--- src/rtl/bin2bcd_seq.sv ---
// Sequential double-dabble converter: unsigned binary to 4-digit packed BCD.
// Results appear on bcd/ovf only at the done edge, so a downstream display never sees partial values.
module bin2bcd_seq #(
  parameter int          BIN_W   = 16,
  parameter logic [15:0] SAT_VAL = 16'h9999
) (
  input  logic             clk,
  input  logic             rst_n,
  input  logic             start,
  input  logic [BIN_W-1:0] bin,
  output logic             busy,
  output logic             done,
  output logic             ovf,
  output logic [15:0]      bcd
);

  localparam int SR_W  = 20 + BIN_W;
  localparam int CNT_W = (BIN_W > 1) ? $clog2(BIN_W) : 1;

  typedef enum logic [1:0] {IDLE, SHIFT, DONE} state_t;

  state_t          state;
  logic [SR_W-1:0] sr, sr_adj;
  logic [CNT_W-1:0] cnt;
  logic            ovf_next;
  logic            bin_big;

  // Five digits are adjusted so inputs up to 65535 convert correctly before saturation.
  always_comb begin
    sr_adj = sr;
    for (int d = 0; d < 5; d++)
      if (sr[BIN_W+4*d +: 4] >= 4'd5)
        sr_adj[BIN_W+4*d +: 4] = sr[BIN_W+4*d +: 4] + 4'd3;
  end

  generate
    if (BIN_W >= 14) begin : g_ovf
      assign bin_big = (32'(bin) > 32'd9999);
    end else begin : g_no_ovf
      assign bin_big = 1'b0;
    end
  endgenerate

  always_ff @(posedge clk or negedge rst_n) begin
    if (!rst_n) begin
      state    <= IDLE;
      sr       <= '0;
      cnt      <= '0;
      ovf_next <= 1'b0;
      busy     <= 1'b0;
      done     <= 1'b0;
      ovf      <= 1'b0;
      bcd      <= 16'h0000;
    end else begin
      case (state)
        IDLE: begin
          done <= 1'b0;
          if (start) begin
            sr       <= {20'b0, bin};
            cnt      <= '0;
            ovf_next <= bin_big;
            busy     <= 1'b1;
            state    <= SHIFT;
          end
        end
        SHIFT: begin
          sr  <= sr_adj << 1;
          cnt <= cnt + 1'b1;
          if (cnt == CNT_W'(BIN_W-1)) state <= DONE;
        end
        DONE: begin
          bcd   <= ovf_next ? SAT_VAL : sr[BIN_W +: 16];
          ovf   <= ovf_next;
          done  <= 1'b1;
          busy  <= 1'b0;
          state <= IDLE;
        end
        default: state <= IDLE;
      endcase
    end
  end

endmodule

--- config.mk ---
export PLATFORM = sky130hd
export DESIGN_NAME = bin2bcd_seq
export DESIGN_NICKNAME = d
export VERILOG_FILES = /design/src/rtl/bin2bcd_seq.sv
export SDC_FILE = /design/constraint.sdc
export NUM_CORES = 1
export LEC_CHECK = 0
export CORE_MARGIN = 2
export CORE_UTILIZATION = 35
export DETAILED_ROUTE_END_ITERATION = 6
export GPL_TIMING_DRIVEN = 0
export PLACE_DENSITY_LB_ADDON = 0.2
export SLEW_MARGIN = 30
export SYNTH_ARGS = -nofsm -noshare
export SYNTH_HDL_FRONTEND = slang
export SYNTH_SLANG_ARGS = --single-unit
--- constraint.sdc ---
create_clock -name clk -period 2 [get_ports clk]
set_clock_uncertainty 0.2 [all_clocks]
set_input_delay 0.4 -clock clk [delete_from_list [all_inputs] [get_ports clk]]
set_output_delay 0.4 -clock clk [all_outputs]
set_load 0.1 [all_outputs]
==> report_table.html, run 1 <==
<table>
<tr><th>Metric</th><th>Value</th></tr>
<tr><th colspan="2">CTS</th></tr>
<tr><td>Clock latency of the later-clocked register in the worst-skew pair</td><td>~0.34 ns</td></tr>
<tr><td>TritonCTS buffer count</td><td>9</td></tr>
<tr><td>Clock tree from TritonCTS</td><td>done</td></tr>
<tr><td>CTS clock-pin slew for the worst setup and hold paths</td><td>0.06 ns</td></tr>
<tr><td>Buffers from clock root to sink, at most</td><td>2</td></tr>
<tr><td>Number of setup buffers added after CTS</td><td>0</td></tr>
<tr><td>CTS sink cnt</td><td>58</td></tr>
<tr><td>Number of levels in the clock H-tree</td><td>3</td></tr>
<tr><td>Root buffer cell</td><td>clkbuf_8</td></tr>
<tr><th colspan="2">Final layout</th></tr>
<tr><td>Proportion of layout cells with a drive suffix above 1</td><td>0.1550</td></tr>
<tr><td>Share of the core filled with cells</td><td>0.4475</td></tr>
<tr><td>Area growth from synthesis to final layout</td><td>25.44%</td></tr>
<tr><td>Final #Nets</td><td>between 300 and 400</td></tr>
<tr><td>Final antenna diode count</td><td>0</td></tr>
<tr><td>Post-route design area</td><td>3640 um2</td></tr>
<tr><td>Total of fill cells in the finished design</td><td>802</td></tr>
<tr><td>Area used by multi-input combinational logic</td><td>1277 um2</td></tr>
<tr><td>Area taken by flip-flops and latches</td><td>1451 um2</td></tr>
<tr><th colspan="2">Power and ir drop</th></tr>
<tr><td>Leakage Power</td><td>1.593 nW</td></tr>
<tr><td>Pwr Density</td><td>1572 nW/um2</td></tr>
<tr><td>Switching part of the total</td><td>0.4483</td></tr>
<tr><td>Logic pwr share</td><td>0.485</td></tr>
<tr><td>Sequential group share of total power</td><td>0.330</td></tr>
<tr><td>Int Pwr</td><td>3.157 mW</td></tr>
<tr><td>Post-layout total power</td><td>5.722 mW</td></tr>
<tr><td>Clk network pwr share</td><td>0.185</td></tr>
<tr><td>Reported net switching power</td><td>2.565 mW</td></tr>
<tr><td>Worst IR Drop VDD</td><td>0.0004529 V</td></tr>
<tr><th colspan="2">Synthesis</th></tr>
<tr><td>Largest family of logic cells by synthesized area</td><td>compound AO/OA/AOI/OAI gates</td></tr>
<tr><td>Most common cell in the synthesized netlist</td><td>dfrtp_1</td></tr>
<tr><td>Total of flip-flops plus latches after synthesis</td><td>58</td></tr>
<tr><td>Portion of netlist area occupied by mux cells</td><td>0.007762</td></tr>
<tr><td>Synthesized area per cell</td><td>between 10 and 15 um2</td></tr>
<tr><td>Adder-cell share of the synthesized area</td><td>0.03881</td></tr>
<tr><td>Most used standard cells in the synthesized netlist</td><td>dfrtp_1 (58), nand2_1 (31), o21ai_0 (30)</td></tr>
<tr><td>Fraction of synthesis flops using an asynchronous set or reset pin</td><td>1.000</td></tr>
<tr><td>Cell count after synthesis</td><td>288</td></tr>
<tr><td>Top cells by area, synth</td><td>dfrtp_1 (50%), o21ai_0 (5.2%), nand2_1 (4.0%)</td></tr>
<tr><td>Sequential element share of the synthesized area</td><td>0.5002</td></tr>
<tr><td>Proportion of netlist area held by the largest area contributor</td><td>0.5002</td></tr>
<tr><td>Dominant synthesized flop cell</td><td>dfrtp_1</td></tr>
<tr><td>Synth area leader</td><td>dfrtp_1</td></tr>
<tr><td>Post-synth design cell area</td><td>2902 um2</td></tr>
<tr><td>Number of synthesized flops with an enable pin</td><td>0</td></tr>
<tr><td>Number of distinct library cells after synthesis</td><td>35</td></tr>
<tr><td>Nets in the synthesized netlist</td><td>316</td></tr>
<tr><td>Xor-xnor portion of the synthesized cell area</td><td>0.009056</td></tr>
<tr><td>Area share of and/or/nand/nor cells after synthesis</td><td>0.1345</td></tr>
<tr><td>Yosys Warn Count</td><td>0</td></tr>
<tr><td>Fraction of the mapped netlist area in compound gates</td><td>0.2501</td></tr>
<tr><th colspan="2">Timing</th></tr>
<tr><td>Slew Limit Fails</td><td>0</td></tr>
<tr><td>Rel. slew slack</td><td>0.6039</td></tr>
<tr><td>Shortest period the worst path allows</td><td>around 1.9 ns</td></tr>
<tr><td>Number of setup violations in the final report</td><td>0</td></tr>
<tr><td>Maximum frequency from static timing analysis</td><td>0.5357 GHz</td></tr>
<tr><td>Sum Neg Setup Slack</td><td>0 ns</td></tr>
<tr><td>Period Utilization, post-route</td><td>0.9334</td></tr>
<tr><td>Fin. Hold Viols</td><td>0</td></tr>
<tr><td>Worst Hold Margin</td><td>around 0.27 ns</td></tr>
<tr><td>RSZ-0062 raised after global routing</td><td>false</td></tr>
<tr><td>Worst-margin pin slew</td><td>0.5941 ns</td></tr>
<tr><th colspan="2">Setup path</th></tr>
<tr><td>Maximum fanout count along the critical path</td><td>2</td></tr>
<tr><td>Stage delay of the slowest cell on the critical path</td><td>0.56 ns</td></tr>
<tr><td>Critical path arrival</td><td>1.27 ns</td></tr>
<tr><td>Category of the worst setup path launch point</td><td>register</td></tr>
<tr><td>Endpoint class of the critical path</td><td>output pin</td></tr>
<tr><td>Largest delay share family, worst path</td><td>buffers and inverters</td></tr>
<tr><td>Crit path buffers/inverters</td><td>1</td></tr>
<tr><td>Ordered list of cells on the worst path</td><td>clkdlybuf4s15_2</td></tr>
<tr><td>Slowest cell on the critical path</td><td>clkdlybuf4s15_2</td></tr>
<tr><td>Type of the worst setup path</td><td>reg2out</td></tr>
<tr><td>Required time worst endpoint</td><td>1.40 ns</td></tr>
<tr><th colspan="2">Place</th></tr>
<tr><td>Post-placement cell area</td><td>3421 um2</td></tr>
<tr><td>Routability congestion estimate from global placement</td><td>0.8041</td></tr>
<tr><td>Count of buffers from port buffering</td><td>37</td></tr>
<tr><td>Post-DP HPWL</td><td>4839 um</td></tr>
<tr><th colspan="2">Global routing</th></tr>
<tr><td>Global-route wire length before repair</td><td>11,580 um</td></tr>
<tr><td>Combined global-route utilization of all metal layers</td><td>0.1678</td></tr>
<tr><td>Met2 track demand over resource</td><td>0.2671</td></tr>
<tr><td>Global routing met3 resource utilization</td><td>0.03320</td></tr>
<tr><td>Number of global-route vias before repair</td><td>2,345</td></tr>
<tr><td>Total global routing overflow</td><td>0</td></tr>
<tr><td>Largest net degree at the start of global routing</td><td>42</td></tr>
<tr><td>Met1 track demand over resource</td><td>0.2289</td></tr>
<tr><td>Initial antenna violation count</td><td>0</td></tr>
<tr><td>Most used routing layer</td><td>met2</td></tr>
<tr><th colspan="2">Floorplanning</th></tr>
<tr><td>Row Count</td><td>33</td></tr>
<tr><td>Initial Utilization</td><td>0.3567</td></tr>
<tr><td>Die outline width</td><td>95.05 um</td></tr>
<tr><td>Total die area</td><td>9035 um2</td></tr>
<tr><td>Chip height</td><td>95.05 um</td></tr>
<tr><td>Area of the core</td><td>8134 um2</td></tr>
<tr><td>Number of top-level pins</td><td>38</td></tr>
<tr><th colspan="2">Status</th></tr>
<tr><td>Run status</td><td>completed</td></tr>
<tr><th colspan="2">Worst hold path</th></tr>
<tr><td>Worst hold path class</td><td>in2async</td></tr>
<tr><th colspan="2">Routing</th></tr>
<tr><td>Post-route ant nets</td><td>0</td></tr>
<tr><td>Routed via count divided by cell count</td><td>5.271</td></tr>
<tr><td>1st-pass router iterations</td><td>4</td></tr>
<tr><td>Detailed-route wire length</td><td>6893 um</td></tr>
<tr><td>Post-detailed-route DRC marker count</td><td>0</td></tr>
<tr><td>Initial DRC count</td><td>115</td></tr>
<tr><td>Detail-routed net length per standard cell</td><td>around 15 um</td></tr>
<tr><td>Number of vias in the routed layout</td><td>2,356</td></tr>
<tr><th colspan="2">Run</th></tr>
<tr><td>Max capacitance violation total</td><td>0</td></tr>
</table>
[cell usage in the layout (no fill, tap or decap), types with 6 or more instances in the layout]
master / instances
inv_1: 16
o31ai_1: 12
a22oi_1: 14
nor2b_1: 8
clkdlybuf4s50_1: 17
nand2b_1: 6
clkdlybuf4s15_2: 19
and2b_1: 12
nand2_1: 31
ha_1: 9
a21oi_1: 13
clkbuf_8: 10
o21ai_0: 30
dfrtp_1: 58
buf_2: 9
nor2_1: 11
o2111ai_1: 8
[cells by family (layout without fill, tap and decap cells)]
logic type               count (synthesis)  count (layout)
AO/OA/AOI/OAI                          105             105
adder cells (fa/ha/maj)                  9               9
XOR/XNOR                                 3               3
AND/OR/NAND/NOR                         76              76
buffers and inverters                   35              89
flip-flops                              58              58
multiplexers                             2               2
[routing by layer]
layer | part of all wire | routed length, um
met5 | 0 | 0
met4 | 0.018 | 126
met3 | 0.043 | 294
met2 | 0.47 | 3216
met1 | 0.47 | 3256
[power by group through the flow]
stage                     sequential (mW)  clock [mW]  combinational [mW]
after floorplan                      2.48           0                1.50
after global placement               1.89           0                2.78
after detailed placement             1.90           0                2.82
after CTS                            1.88        1.08                2.80
after global routing                 1.94        1.14                3.03
final                                1.89        1.06                2.78
[worst reg2reg max path: cells and delay by family (launching register included)]
kind                       cells  cell delay, ns
AOI/OAI and AO/OA              2            0.44
adders and majority gates      1            0.24
buffers and inverters          1            0.11
DFF                            1            0.44
and+or+nand+nor                1            0.17
[area by class of cell]
class,count,share of cell area
repair buffers,39,0.1158
clock inverters,3,0.01100
flip-flops and latches,58,0.3988
well taps,105,0.03609
clock buffers,12,0.03988
inverters,16,0.01650
plain buffers,19,0.03094
multi-input cells,195,0.3510
[stage by stage]
step / worst slack, ns / std cells
CTS: 0.1217 / 447
floorplan: 0.5021 / 288
detailed placement: -0.2001 / 431
finish: 0.1332 / 447
global placement: -1.648 / 430
global route: 0.01301 / 447
[final timing paths]
check	to	cells after the start	slack [ns]	start
setup / recovery	bcd[2]	1	0.13	bcd[2]
hold / removal	sr[26]	2	0.27	rst_n
setup reg to reg	sr[24]	5	0.30	sr[20]
hold reg to reg	bcd[4]	2	0.28	bcd[4]
max in group asynchronous	done	3	0.84	rst_n
min in group clk	bcd[4]	2	0.28	bcd[4]
[state kept, by name (all words and copies together) (netlist names)]
name,count
sr,32
bcd,16
cnt,4
state,2
busy,1
done,1
ovf,1
ovf_next,1
[repair_timing]
action | in CTS | in global routing
setup endpoints to repair | 19 | 0
hold endpoints to repair | 17 | 0
hold buffers | 1 | 0
gates resized for setup | 57 | 0
Note: power is estimated with default switching activity, not from simulation.
==> run 2: changes to the inputs <==
--- a/config.mk
+++ b/config.mk
@@ -14,3 +14,4 @@
 export SYNTH_ARGS = -nofsm -noshare
 export SYNTH_HDL_FRONTEND = slang
 export SYNTH_SLANG_ARGS = --single-unit
+export TNS_END_PERCENT = 100
==> constraint.sdc (replaced) <==
create_clock -name clk -period 1.9 [get_ports clk]
set_clock_uncertainty 0.2 [all_clocks]
set_input_delay 0.38 -clock clk [delete_from_list [all_inputs] [get_ports clk]]
set_output_delay 0.38 -clock clk [all_outputs]
set_load 0.1 [all_outputs]
==> run 2 against run 1 <==
  * Clock power increased by 5%
  * Worst hold slack got worse by 0.020 ns
  * Critical path depth unchanged
  * Via count decreased by 0.13%
  * Power increased by 5.3%
  * Global-route usage unchanged
  * Sequential power increased by 5%
==> report_table.html, run 2 (synthesized netlist as in run 1, its figures left out) <==
<table>
<tr><th>Metric</th><th>Value</th></tr>
<tr><th colspan="2">Final layout</th></tr>
<tr><td>Most common library cell in the layout ignoring fill and taps</td><td>dfrtp_1 (unchanged)</td></tr>
<tr><td>Registers with the highest flip-flop counts</td><td>sr x32, bcd x16, cnt x4 (unchanged)</td></tr>
<tr><td>Final antenna diode count</td><td>0 (unchanged)</td></tr>
<tr><td>Area used by multi-input combinational logic</td><td>1277 um2 (unchanged)</td></tr>
<tr><td>Area growth from synthesis to final layout</td><td>25.49% (was 25.44%)</td></tr>
<tr><td>Final #Nets</td><td>366 (unchanged)</td></tr>
<tr><td>Final cell count without fillers</td><td>447 (unchanged)</td></tr>
<tr><td>Post-route design area</td><td>3641 um2 (was 3640 um2)</td></tr>
<tr><td>Area taken by flip-flops and latches</td><td>1451 um2 (unchanged)</td></tr>
<tr><td>Biggest register</td><td>sr (unchanged)</td></tr>
<tr><td>Flip-flop count of the largest register, all copies and words added</td><td>32 (unchanged)</td></tr>
<tr><td>Proportion of layout cells with a drive suffix above 1</td><td>0.1579 (was 0.1550)</td></tr>
<tr><td>Most frequent cells in the layout</td><td>dfrtp_1 (58), nand2_1 (31), o21ai_0 (30) (unchanged)</td></tr>
<tr><td>Total of fill cells in the finished design</td><td>802 (unchanged)</td></tr>
<tr><th colspan="2">Routing</th></tr>
<tr><td>Met2 Routed Length</td><td>3217 um (was 3216 um)</td></tr>
<tr><td>Initial DRC count</td><td>108 (was 115)</td></tr>
<tr><td>Met1 Wirelength</td><td>3254 um (was 3256 um)</td></tr>
<tr><td>Post-detailed-route DRC marker count</td><td>0 (unchanged)</td></tr>
<tr><td>Number of vias in the routed layout</td><td>2,353 (was 2,356)</td></tr>
<tr><td>Detail-routed net length per standard cell</td><td>15.42 um (unchanged)</td></tr>
<tr><td>Wire length on met3</td><td>294 um (unchanged)</td></tr>
<tr><td>Detailed-route wire length</td><td>6893 um (unchanged)</td></tr>
<tr><td>Top Layer Used</td><td>met4 (unchanged)</td></tr>
<tr><td>Routed via count divided by cell count</td><td>5.264 (was 5.271)</td></tr>
<tr><td>1st-pass router iterations</td><td>4 (unchanged)</td></tr>
<tr><td>Post-route ant nets</td><td>0 (unchanged)</td></tr>
<tr><th colspan="2">Setup path</th></tr>
<tr><td>Maximum fanout count along the critical path</td><td>2 (unchanged)</td></tr>
<tr><td>Required time worst endpoint</td><td>1.32 ns (was 1.40 ns)</td></tr>
<tr><td>Ordered list of cells on the worst path</td><td>clkdlybuf4s15_2 (unchanged)</td></tr>
<tr><td>RR Startpoint</td><td>sr[20] (unchanged)</td></tr>
<tr><td>Type of the worst setup path</td><td>reg2out (unchanged)</td></tr>
<tr><td>Category of the worst setup path launch point</td><td>register (unchanged)</td></tr>
<tr><td>Largest delay share family, worst path</td><td>buffers and inverters (unchanged)</td></tr>
<tr><td>Critical path arrival</td><td>1.27 ns (about the same)</td></tr>
<tr><td>Slowest cell on the critical path</td><td>clkdlybuf4s15_2 (unchanged)</td></tr>
<tr><td>Crit path buffers/inverters</td><td>1 (unchanged)</td></tr>
<tr><td>Launching element of the worst setup path</td><td>bcd[2] (unchanged)</td></tr>
<tr><td>Endpoint class of the critical path</td><td>output pin (unchanged)</td></tr>
<tr><td>Reg2reg setup slack</td><td>0.20 ns (was 0.30 ns)</td></tr>
<tr><td>Stage delay of the slowest cell on the critical path</td><td>0.56 ns (about the same)</td></tr>
<tr><th colspan="2">Status</th></tr>
<tr><td>Run status</td><td>completed (unchanged)</td></tr>
<tr><th colspan="2">CTS</th></tr>
<tr><td>CTS sink cnt</td><td>58 (unchanged)</td></tr>
<tr><td>Number of levels in the clock H-tree</td><td>3 (unchanged)</td></tr>
<tr><td>Root buffer cell</td><td>clkbuf_8 (unchanged)</td></tr>
<tr><td>Buffers from clock root to sink, at most</td><td>2 (unchanged)</td></tr>
<tr><td>TritonCTS buffer count</td><td>9 (unchanged)</td></tr>
<tr><td>Clock tree from TritonCTS</td><td>done (unchanged)</td></tr>
<tr><td>Clock latency of the later-clocked register in the worst-skew pair</td><td>0.34 ns (about the same)</td></tr>
<tr><td>CTS clock-pin slew for the worst setup and hold paths</td><td>0.07 ns (was 0.06 ns)</td></tr>
<tr><th colspan="2">Power and ir drop</th></tr>
<tr><td>Post-layout total power</td><td>6.022 mW (was 5.722 mW)</td></tr>
<tr><td>Reported net switching power</td><td>2.699 mW (was 2.565 mW)</td></tr>
<tr><td>Switching part of the total</td><td>0.4482 (was 0.4483)</td></tr>
<tr><td>Clk network pwr share</td><td>0.185 (about the same)</td></tr>
<tr><td>Logic pwr share</td><td>0.486 (was 0.485)</td></tr>
<tr><td>Int Pwr</td><td>3.323 mW (was 3.157 mW)</td></tr>
<tr><td>Worst IR Drop VDD</td><td>0.0004767 V (was 0.0004529 V)</td></tr>
<tr><td>Pwr Density</td><td>1654 nW/um2 (was 1572 nW/um2)</td></tr>
<tr><td>Leakage Power</td><td>1.596 nW (was 1.593 nW)</td></tr>
<tr><td>Sequential group share of total power</td><td>0.330 (about the same)</td></tr>
<tr><th colspan="2">Global routing</th></tr>
<tr><td>Largest net degree at the start of global routing</td><td>42 (unchanged)</td></tr>
<tr><td>Initial antenna violation count</td><td>0 (unchanged)</td></tr>
<tr><td>Total global routing overflow</td><td>0 (unchanged)</td></tr>
<tr><td>Global-route wire length before repair</td><td>11,580 um (unchanged)</td></tr>
<tr><td>Combined global-route utilization of all metal layers</td><td>0.1678 (unchanged)</td></tr>
<tr><td>Number of global-route vias before repair</td><td>2,345 (unchanged)</td></tr>
<tr><th colspan="2">Place</th></tr>
<tr><td>Count of buffers from port buffering</td><td>37 (unchanged)</td></tr>
<tr><td>Placed cells</td><td>431 (unchanged)</td></tr>
<tr><td>Post-DP HPWL</td><td>4839 um (unchanged)</td></tr>
<tr><td>Routability congestion estimate from global placement</td><td>0.8041 (unchanged)</td></tr>
<tr><td>Post-placement cell area</td><td>3421 um2 (unchanged)</td></tr>
<tr><th colspan="2">Timing</th></tr>
<tr><td>Shortest period the worst path allows</td><td>1.847 ns</td></tr>
<tr><td>Worst Hold Margin</td><td>0.2488 ns (was 0.2688 ns)</td></tr>
<tr><td>Maximum frequency from static timing analysis</td><td>0.5415 GHz</td></tr>
<tr><td>RSZ-0062 raised after global routing</td><td>false (unchanged)</td></tr>
<tr><td>Rel. slew slack</td><td>0.6058 (was 0.6039)</td></tr>
<tr><td>Period Utilization, post-route</td><td>0.9720</td></tr>
<tr><td>Worst-margin pin slew</td><td>0.5913 ns (was 0.5941 ns)</td></tr>
<tr><td>Number of setup violations in the final report</td><td>0 (unchanged)</td></tr>
<tr><td>Slew Limit Fails</td><td>0 (unchanged)</td></tr>
<tr><td>Fin. Hold Viols</td><td>0 (unchanged)</td></tr>
<tr><th colspan="2">Floorplanning</th></tr>
<tr><td>Total die area</td><td>9035 um2 (unchanged)</td></tr>
<tr><td>Area of the core</td><td>8134 um2 (unchanged)</td></tr>
<tr><td>Row Count</td><td>33 (unchanged)</td></tr>
<tr><td>Number of top-level pins</td><td>38 (unchanged)</td></tr>
<tr><td>Die outline width</td><td>95.05 um (unchanged)</td></tr>
<tr><td>Initial Utilization</td><td>0.3567 (unchanged)</td></tr>
<tr><td>Chip height</td><td>95.05 um (unchanged)</td></tr>
<tr><th colspan="2">Run</th></tr>
<tr><td>Max capacitance violation total</td><td>0 (unchanged)</td></tr>
<tr><th colspan="2">Worst hold path</th></tr>
<tr><td>Worst hold path class</td><td>in2async (unchanged)</td></tr>
</table>
run 2: cell counts in the layout (fill, tap and decap cells not counted):
No cell type changed its count.
run 2: final timing paths:
check / endpoint / cells past startpoint
min in group clk: bcd[4] / 2
max: bcd[2] / 1
min: sr[26] / 2
min reg2reg: bcd[4] / 2
max reg2reg: sr[24] / 5
max in group asynchronous: done / 3
run 2: metal layers:
metal	global-route usage	up-vias
met5	0	-
met4	0.05797	0
met3	0.03320	13
met2	0.2671	59
met1	0.2289	1142
li1	-	1139
run 2: repair_timing:
item | 4_1_cts | 5_1_grt
hold buffers | 1 | 0
gates resized for setup | 57 | 2
setup buffers | 0 | 0
endpoints found under the setup margin | 19 | 9
hold endpoints to repair | 17 | 0
run 2: area by class of cell:
| type | count | area share |
|---|---|---|
| clock buffers | 12 | 0.03986 |
| repair buffers | 39 | 0.1158 |
| plain buffers | 19 | 0.03127 |
| inverters | 16 | 0.01649 |
| clock inverters | 3 | 0.01100 |
| flip-flops and latches | 58 | 0.3986 |
| multi-input cells | 195 | 0.3509 |
| well taps | 105 | 0.03608 |
run 2: power by group through the flow:
stage          Clock (mW)  Combinational, mW  Sequential (mW)
5_1_grt              1.20               3.19             2.04
6_report             1.11               2.92             1.99
2_1_floorplan           0               1.58             2.61
3_3_place_gp            0               2.93             1.99
3_5_place_dp            0               2.97             2.00
4_1_cts              1.14               2.95             1.98
run 2: stage by stage:
stage / setup WS, ns / setup TNS, ns / utilization
after floorplan: 0.4221 / 0 / -
after global placement: -1.728 / -106.78 / 0.4184
after detailed placement: -0.2801 / -7.003 / 0.4206
after CTS: 0.04166 / 0 / 0.4475
after global routing: 0.01897 / 0 / 0.4476
final: 0.05322 / 0 / 0.4476
